==> src/rtl/mem_pkg.sv <==
// Shared definitions for the main-memory responder.
// Ports: none (package) -- default widths, controller state encoding and
// the power-on contents of the backing store.
package mem_pkg;

   localparam int DEF_ADDR_W = 5;
   localparam int DEF_DATA_W = 8;

   typedef enum logic [1:0] {
      IDLE    = 2'd0,
      WB      = 2'd1,
      RD_WAIT = 2'd2,
      RD_RESP = 2'd3
   } state_t;

   // Reset contents of the store: every word holds its own address.
   function automatic logic [31:0] init_word(input logic [31:0] a);
      return a;
   endfunction

endpackage

==> src/rtl/memoria_principal_array.sv <==
// Backing store: 2**ADDR_W x DATA_W words, reset loads mem[a] = a.
// Latency: synchronous write, combinational read (0 cycles).
// Backpressure: none, accepts a write every cycle.
// Ports: i_clk/i_rst_n clock and async active-low reset; i_we, i_waddr,
//        i_wdata write port; i_raddr read address; o_rdata read data.
module memoria_principal_array
   import mem_pkg::*;
#(
   parameter int ADDR_W = DEF_ADDR_W,
   parameter int DATA_W = DEF_DATA_W
) (
   input  logic              i_clk,
   input  logic              i_rst_n,
   input  logic              i_we,
   input  logic [ADDR_W-1:0] i_waddr,
   input  logic [DATA_W-1:0] i_wdata,
   input  logic [ADDR_W-1:0] i_raddr,
   output logic [DATA_W-1:0] o_rdata
);

   localparam int DEPTH = 1 << ADDR_W;

   logic [DATA_W-1:0] r_mem [DEPTH];

   always_ff @(posedge i_clk or negedge i_rst_n) begin
      if (!i_rst_n) begin
         for (int i = 0; i < DEPTH; i++) begin
            r_mem[i] <= DATA_W'(init_word(32'(i)));
         end
      end else if (i_we) begin
         r_mem[i_waddr] <= i_wdata;
      end
   end

   assign o_rdata = r_mem[i_raddr];

endmodule

==> src/rtl/memoria_principal_ctrl.sv <==
// Memory-side responder for L1 write-backs and line fills.
// Latency: write-back commits LATENCY edges after acceptance, fill data is
//          valid the cycle after edge LATENCY (2*LATENCY when behind a write-back).
// Backpressure: busy_out high from acceptance to completion; requests seen
//          while busy are dropped, the cache must hold them until busy falls.
// Ports: clock_in, reset_n_in (async active-low); rd_req_in/rd_addr_in fill
//        request; wr_req_in/wr_addr_in/wr_data_in write-back request;
//        data_out/data_valid_out fill response; busy_out in-progress flag.
module memoria_principal_ctrl
   import mem_pkg::*;
#(
   parameter int ADDR_W  = DEF_ADDR_W,
   parameter int DATA_W  = DEF_DATA_W,
   parameter int LATENCY = 2
) (
   input  logic              clock_in,
   input  logic              reset_n_in,
   input  logic              rd_req_in,
   input  logic [ADDR_W-1:0] rd_addr_in,
   input  logic              wr_req_in,
   input  logic [ADDR_W-1:0] wr_addr_in,
   input  logic [DATA_W-1:0] wr_data_in,
   output logic [DATA_W-1:0] data_out,
   output logic              data_valid_out,
   output logic              busy_out
);

   // The wait counter is 4 bits wide, so only 1..15 wait cycles fit.
   if (LATENCY < 1 || LATENCY > 15) begin : g_bad_latency
      $error("memoria_principal_ctrl: LATENCY must be within 1..15");
   end

   localparam logic [3:0] CNT_RELOAD = 4'(LATENCY - 1);

   state_t            r_state, w_state_nxt;
   logic [3:0]        r_cnt, w_cnt_nxt;
   logic              r_pend_rd, w_pend_rd_nxt;
   logic [ADDR_W-1:0] r_rd_addr, w_rd_addr_nxt;
   logic [ADDR_W-1:0] r_wr_addr, w_wr_addr_nxt;
   logic [DATA_W-1:0] r_wr_data, w_wr_data_nxt;
   logic [DATA_W-1:0] r_data, w_data_nxt;
   logic              r_valid, w_valid_nxt;
   logic              r_busy, w_busy_nxt;
   logic              w_we;
   logic [DATA_W-1:0] w_rd_data;

   memoria_principal_array #(
      .ADDR_W (ADDR_W),
      .DATA_W (DATA_W)
   ) u_array (
      .i_clk   (clock_in),
      .i_rst_n (reset_n_in),
      .i_we    (w_we),
      .i_waddr (r_wr_addr),
      .i_wdata (r_wr_data),
      .i_raddr (r_rd_addr),
      .o_rdata (w_rd_data)
   );

   always_ff @(posedge clock_in or negedge reset_n_in) begin
      if (!reset_n_in) begin
         r_state <= IDLE;
      end else begin
         r_state <= w_state_nxt;
      end
   end

   always_ff @(posedge clock_in or negedge reset_n_in) begin
      if (!reset_n_in) begin
         r_cnt     <= '0;
         r_pend_rd <= 1'b0;
         r_rd_addr <= '0;
         r_wr_addr <= '0;
         r_wr_data <= '0;
         r_data    <= '0;
         r_valid   <= 1'b0;
         r_busy    <= 1'b0;
      end else begin
         r_cnt     <= w_cnt_nxt;
         r_pend_rd <= w_pend_rd_nxt;
         r_rd_addr <= w_rd_addr_nxt;
         r_wr_addr <= w_wr_addr_nxt;
         r_wr_data <= w_wr_data_nxt;
         r_data    <= w_data_nxt;
         r_valid   <= w_valid_nxt;
         r_busy    <= w_busy_nxt;
      end
   end

   always_comb begin
      w_state_nxt   = r_state;
      w_cnt_nxt     = r_cnt;
      w_pend_rd_nxt = r_pend_rd;
      w_rd_addr_nxt = r_rd_addr;
      w_wr_addr_nxt = r_wr_addr;
      w_wr_data_nxt = r_wr_data;
      w_data_nxt    = r_data;
      w_valid_nxt   = 1'b0;
      w_busy_nxt    = r_busy;
      w_we          = 1'b0;

      case (r_state)
         IDLE: begin
            if (wr_req_in || rd_req_in) begin
               w_rd_addr_nxt = rd_addr_in;
               w_wr_addr_nxt = wr_addr_in;
               w_wr_data_nxt = wr_data_in;
               w_cnt_nxt     = CNT_RELOAD;
               w_busy_nxt    = 1'b1;
               // Write-back goes first so a same-address fill sees new data.
               if (wr_req_in) begin
                  w_state_nxt   = WB;
                  w_pend_rd_nxt = rd_req_in;
               end else begin
                  w_state_nxt   = RD_WAIT;
               end
            end
         end
         WB: begin
            if (r_cnt == 4'd0) begin
               w_we = 1'b1;
               if (r_pend_rd) begin
                  w_state_nxt   = RD_WAIT;
                  w_cnt_nxt     = CNT_RELOAD;
                  w_pend_rd_nxt = 1'b0;
               end else begin
                  w_state_nxt = IDLE;
                  w_busy_nxt  = 1'b0;
               end
            end else begin
               w_cnt_nxt = r_cnt - 4'd1;
            end
         end
         RD_WAIT: begin
            if (r_cnt == 4'd0) begin
               w_data_nxt  = w_rd_data;
               w_valid_nxt = 1'b1;
               w_state_nxt = RD_RESP;
            end else begin
               w_cnt_nxt = r_cnt - 4'd1;
            end
         end
         RD_RESP: begin
            w_busy_nxt  = 1'b0;
            w_state_nxt = IDLE;
         end
         default: begin
            w_state_nxt = IDLE;
         end
      endcase
   end

   assign data_out       = r_data;
   assign data_valid_out = r_valid;
   assign busy_out       = r_busy;

endmodule

==> config.mk <==
export PLATFORM = sky130hd
export DESIGN_NAME = memoria_principal_ctrl
export DESIGN_NICKNAME = d
export VERILOG_FILES = /design/src/rtl/mem_pkg.sv /design/src/rtl/memoria_principal_array.sv /design/src/rtl/memoria_principal_ctrl.sv
export SDC_FILE = /design/constraint.sdc
export NUM_CORES = 1
export LEC_CHECK = 0
export ABC_AREA = 1
export CAP_MARGIN = 20
export CELL_PAD_IN_SITES_DETAIL_PLACEMENT = 1
export CELL_PAD_IN_SITES_GLOBAL_PLACEMENT = 1
export CORE_MARGIN = 2
export CORE_UTILIZATION = 29
export DETAILED_ROUTE_END_ITERATION = 8
export GPL_TIMING_DRIVEN = 0
export PLACE_DENSITY_LB_ADDON = 0.2
export SLEW_MARGIN = 20
export SYNTH_ARGS = -nofsm -noshare
export SYNTH_HDL_FRONTEND = slang
export SYNTH_SLANG_ARGS = --single-unit
export TNS_END_PERCENT = 100
==> constraint.sdc <==
create_clock -name clock_in -period 2.4 [get_ports clock_in]
set_input_delay 0.24 -clock clock_in [delete_from_list [all_inputs] [get_ports clock_in]]
set_output_delay 0.24 -clock clock_in [all_outputs]
set_load 0.02 [all_outputs]
==> flow_results.org <==
** Run status
- Status :: finished, final reports clean

** Logic synthesis
- Synthesis produced a netlist with a net count of 1667.
- Synth top area share :: 0.398
- The most used flip-flop cell after synthesis is sky130_fd_sc_hd__dfrtp_1.
- Mean instance size in the synthesized netlist :: 8.10 µm²
- Cell accounting for the most synthesized area :: sky130_fd_sc_hd__dfrtp_1
- Cell area after technology mapping :: 13300 µm²
- The Yosys step of the flow raised 0 warnings.
- Number of synthesized flops with an enable pin :: 0
- Ranking of synthesized cells by area :: sky130_fd_sc_hd__dfrtp_1 (40%), sky130_fd_sc_hd__nand2_1 (18%), sky130_fd_sc_hd__dfstp_2 (16%), sky130_fd_sc_hd__o21ai_0 (9.3%), sky130_fd_sc_hd__nand3_1 (8.3%)
- Counting distinct cell types in the post-synthesis netlist gives 26.
- Counting flops with an async set or reset pin after synthesis yields a share of 1.00.
- The synthesized design contains 291 register bits.
- For this run, the register share of the synthesized area comes to 0.556.
- The cell count after synthesis came out at 1637.

** Timing
- RSZ-0062 raised after global routing :: true
- Maximum achievable frequency :: 439 MHz
- Shortest period the worst path allows :: 2.28 ns
- The number of hold-slack violations in the final timing report came to 0.
- In the final timing run, aggregate negative setup slack is 0 ns.
- Of the available clock period, the critical path in the final layout requires 0.950.
- Pins over their slew limit :: 0
- Hold_ws :: 0.276 ns
- Worst Slack Setup Final :: 0.120 ns
- Headroom to the max-slew limit came out at 0.355.
- Worst Clk Skew :: 0.0179 ns
- Setup violations remaining at the end of the flow were counted as 0.
- Transition at the pin with the smallest max-transition slack :: 0.959 ns

** Pwr
- Portion of total power attributed to sequential cells :: 0.355
- Power comes to 22.0 mW.
- Power Dens Cells :: 1390 nW/µm²
- Portion of total power attributed to combinational logic :: 0.400
- Summed over all cells, the static leakage comes to 6.84 nW.
- Clock power frac :: 0.245
- IR analysis of the VDD net gives a maximum drop of 0.499 mV.
- Share of total power consumed by net switching :: 0.433
- Net Sw Power :: 9.53 mW
- Cell internal power was estimated by the tool at 12.5 mW.

** GRT
- Aggregate global routing overflow :: 0
- The number of global-route vias before repair came to 12400.
- Initial antenna violation count :: 0
- Wire length of the first global-routing pass :: 77600 µm
- Global-route usage over all layers :: 0.221
- Pin count of the biggest net entering global routing :: 94

** Cells and area
- Ant. Diodes :: 0
- Number of standard cells in the final layout excluding fillers :: 2347
- Fill cell total of the finished layout :: 5435
- Design area :: 15900 µm²
- Proportion of layout cells with a drive suffix above 1 :: 0.133
- Total number of nets in the final design :: 1748
- Final design utilization :: 0.350
- Synth-to-layout area growth :: 19.5%

** CTS
- Number of buffers on the longest clock path :: 3
- TritonCTS created 37 clock buffers.
- Clock latency on the worst-skew pair :: 0.55 ns
- Clk sink count :: 291
- CTS placed an instance of sky130_fd_sc_hd__clkbuf_16 at the clock tree root.
- H-Tree Depth :: 2
- Clock-pin slew of the registers on the worst-case setup and hold paths :: 0.06 ns
- TritonCTS clock tree :: yes

** Drt
- Routed Wire Length :: 51100 µm
- DRT iter0 DRCs :: 686
- The count of nets left with antenna violations once routing finished came out at 0.
- The routed layout has 11800 vias.
- Vias per std cell :: 5.01
- The first TritonRoute pass finished after 7 iterations.
- Average wire length per cell after detail routing :: 21.8 µm
- In the routed design, unresolved DRC markers number 0.

** Placement
- In this run, placement finished with an instance count of 2271.
- DPL Wire Length :: 36500 µm
- Area after DPL :: 14400 µm²
- Number of buffers added on ports :: 31
- The congestion estimate from routability-driven global placement came to 0.864.
- OpenSTA, run right after detailed placement, puts the worst setup slack at -0.513 ns.

** Worst setup path
- Beginning of the critical path :: r_wr_addr[3]
- Critical path start-end classification :: flop to flop
- Among all stages on the critical path, the largest delay is contributed by sky130_fd_sc_hd__nor3_1.
- Slowest Stage Delay on Critical Path :: 0.75 ns
- Cell family with the largest share of critical-path delay :: simple AND/OR/NAND/NOR gates
- The worst setup path is launched from a flop.
- Required time of the critical path :: 2.78 ns
- The most numerous cell type found on the critical path is sky130_fd_sc_hd__nand2_1.
- Worst path cell trace :: inv_1, nor3_1, nand2_1, buf_6, nand2_1, o21ai_0
- WP data arrival :: 2.66 ns
- Along the worst path, the maximum fanout reaches 10.
- Buf/Inv on CP :: 2
- Nature of the critical path endpoint :: flop
- RR Startpoint :: r_wr_addr[3]

** Die
- During I/O placement, the number of pins put on the boundary was 32.
- Standard cell core area :: 45300 µm²
- Die outline area :: 47500 µm²
- Starting density of the core :: 0.293
- Row cnt :: 78
- Die width :: 218 µm
- The die is 218 µm tall.

** Hold path
- The min-delay analysis places its worst path in the category input port to asynchronous set/reset pin.

** Job
- The tool flagged a number of max-cap violations equal to 0.
[registers in the layout, summed over array words and instances (netlist names)]
signal and count:
busy_out 1, u_array.r_mem 256, data_valid_out 1, r_wr_addr 5, data_out 8, r_wr_data 8
r_pend_rd 1, r_rd_addr 5, r_state 2, r_cnt 4
[per-layer routing]
layer  up-vias  global-route usage  routed length (µm)
met5         -                   0                   0
met4         0              0.0973                2180
met3        91              0.0311                2100
met2       242               0.350               23300
met1      5901               0.300               23600
li1       5533                   -                   -
[synthesized netlist by cell type (all sizes together), types with 2 or more instances]
cell type and instances:
nor3 9, nand2 623, nand3 220, nand3b 2
buf 23, o21ai 249, ha 8, clkinv 2
clkbuf 89, nor2 44, dfrtp 211, dfstp 80
inv 34, a21oi 37
[cell usage in the layout (no fill, tap or decap), drive strengths merged]
| cell | count |
|---|---|
| dfrtp | 211 |
| nor2 | 44 |
| a31oi | 1 |
| clkinvlp | 2 |
| xor2 | 1 |
| a22oi | 1 |
| buf | 39 |
| nand3 | 220 |
| mux2 | 1 |
| dfstp | 80 |
| nand2 | 623 |
| o21ai | 249 |
| inv | 33 |
| a21oi | 37 |
| o41ai | 1 |
| clkdlybuf4s15 | 1 |
| nor3 | 9 |
| clkbuf | 146 |
| nand3b | 2 |
| clkdlybuf4s50 | 30 |
| o31ai | 1 |
| clkinv | 6 |
| ha | 8 |
| dlygate4sd3 | 1 |
[final timing paths]
path / endpoint / slack (ns) / depth (start not counted)
setup / recovery: u_array.r_mem[173] / 0.12 / 6
min in group clock_in: r_wr_data[4] / 0.28 / 3
max in group asynchronous: u_array.r_mem[11] / 0.95 / 4
setup reg to reg: u_array.r_mem[173] / 0.12 / 6
hold / removal: u_array.r_mem[158] / 0.28 / 2
hold reg to reg: data_out[0] / 0.48 / 2
[final cells by class]
class,count,area [µm²],area share
Inverter,36,145,0.00916
Clock inverter,5,28.8,0.00182
Multi-Input combinational cell,1198,5320,0.336
Sequential cell,291,7380,0.466
Clock buffer,63,1130,0.0710
Tap cell,600,751,0.0474
Buffer,112,588,0.0371
Timing Repair Buffer,42,508,0.0320
[power groups by stage]
| stage | Combinational, mW | Sequential [mW] | Clock (mW) |
|---|---|---|---|
| 2_1_floorplan | 4.87 | 7.63 | 0 |
| 3_3_place_gp | 8.39 | 7.82 | 0 |
| 3_5_place_dp | 8.60 | 7.85 | 0 |
| 4_1_cts | 8.74 | 7.80 | 5.51 |
| 5_1_grt | 9.68 | 8.00 | 5.71 |
| 6_report | 8.79 | 7.81 | 5.38 |
[kinds of logic (layout without fill, tap and decap cells)]
kind of cell	after synthesis	count (layout)	share of synthesized area
AOI/OAI and AO/OA	290	290	0.110
xor gates and xnor gates	1	1	0.000660
adders and majority gates	8	8	0.00755
DFF	291	291	0.556
and+or+nand+nor	898	898	0.278
muxes	1	1	0.000849
buffers and inverters	148	258	0.0466
[what timing repair did]
item	4_1_cts	5_1_grt
buffers inserted	6	0
gates cloned	0	1
hold buffers	1	0
endpoints found under the setup margin	248	267
hold endpoints to repair	56	0
pin swaps	2	0
resized for setup	37	97
(Power assumes the default switching activity.)
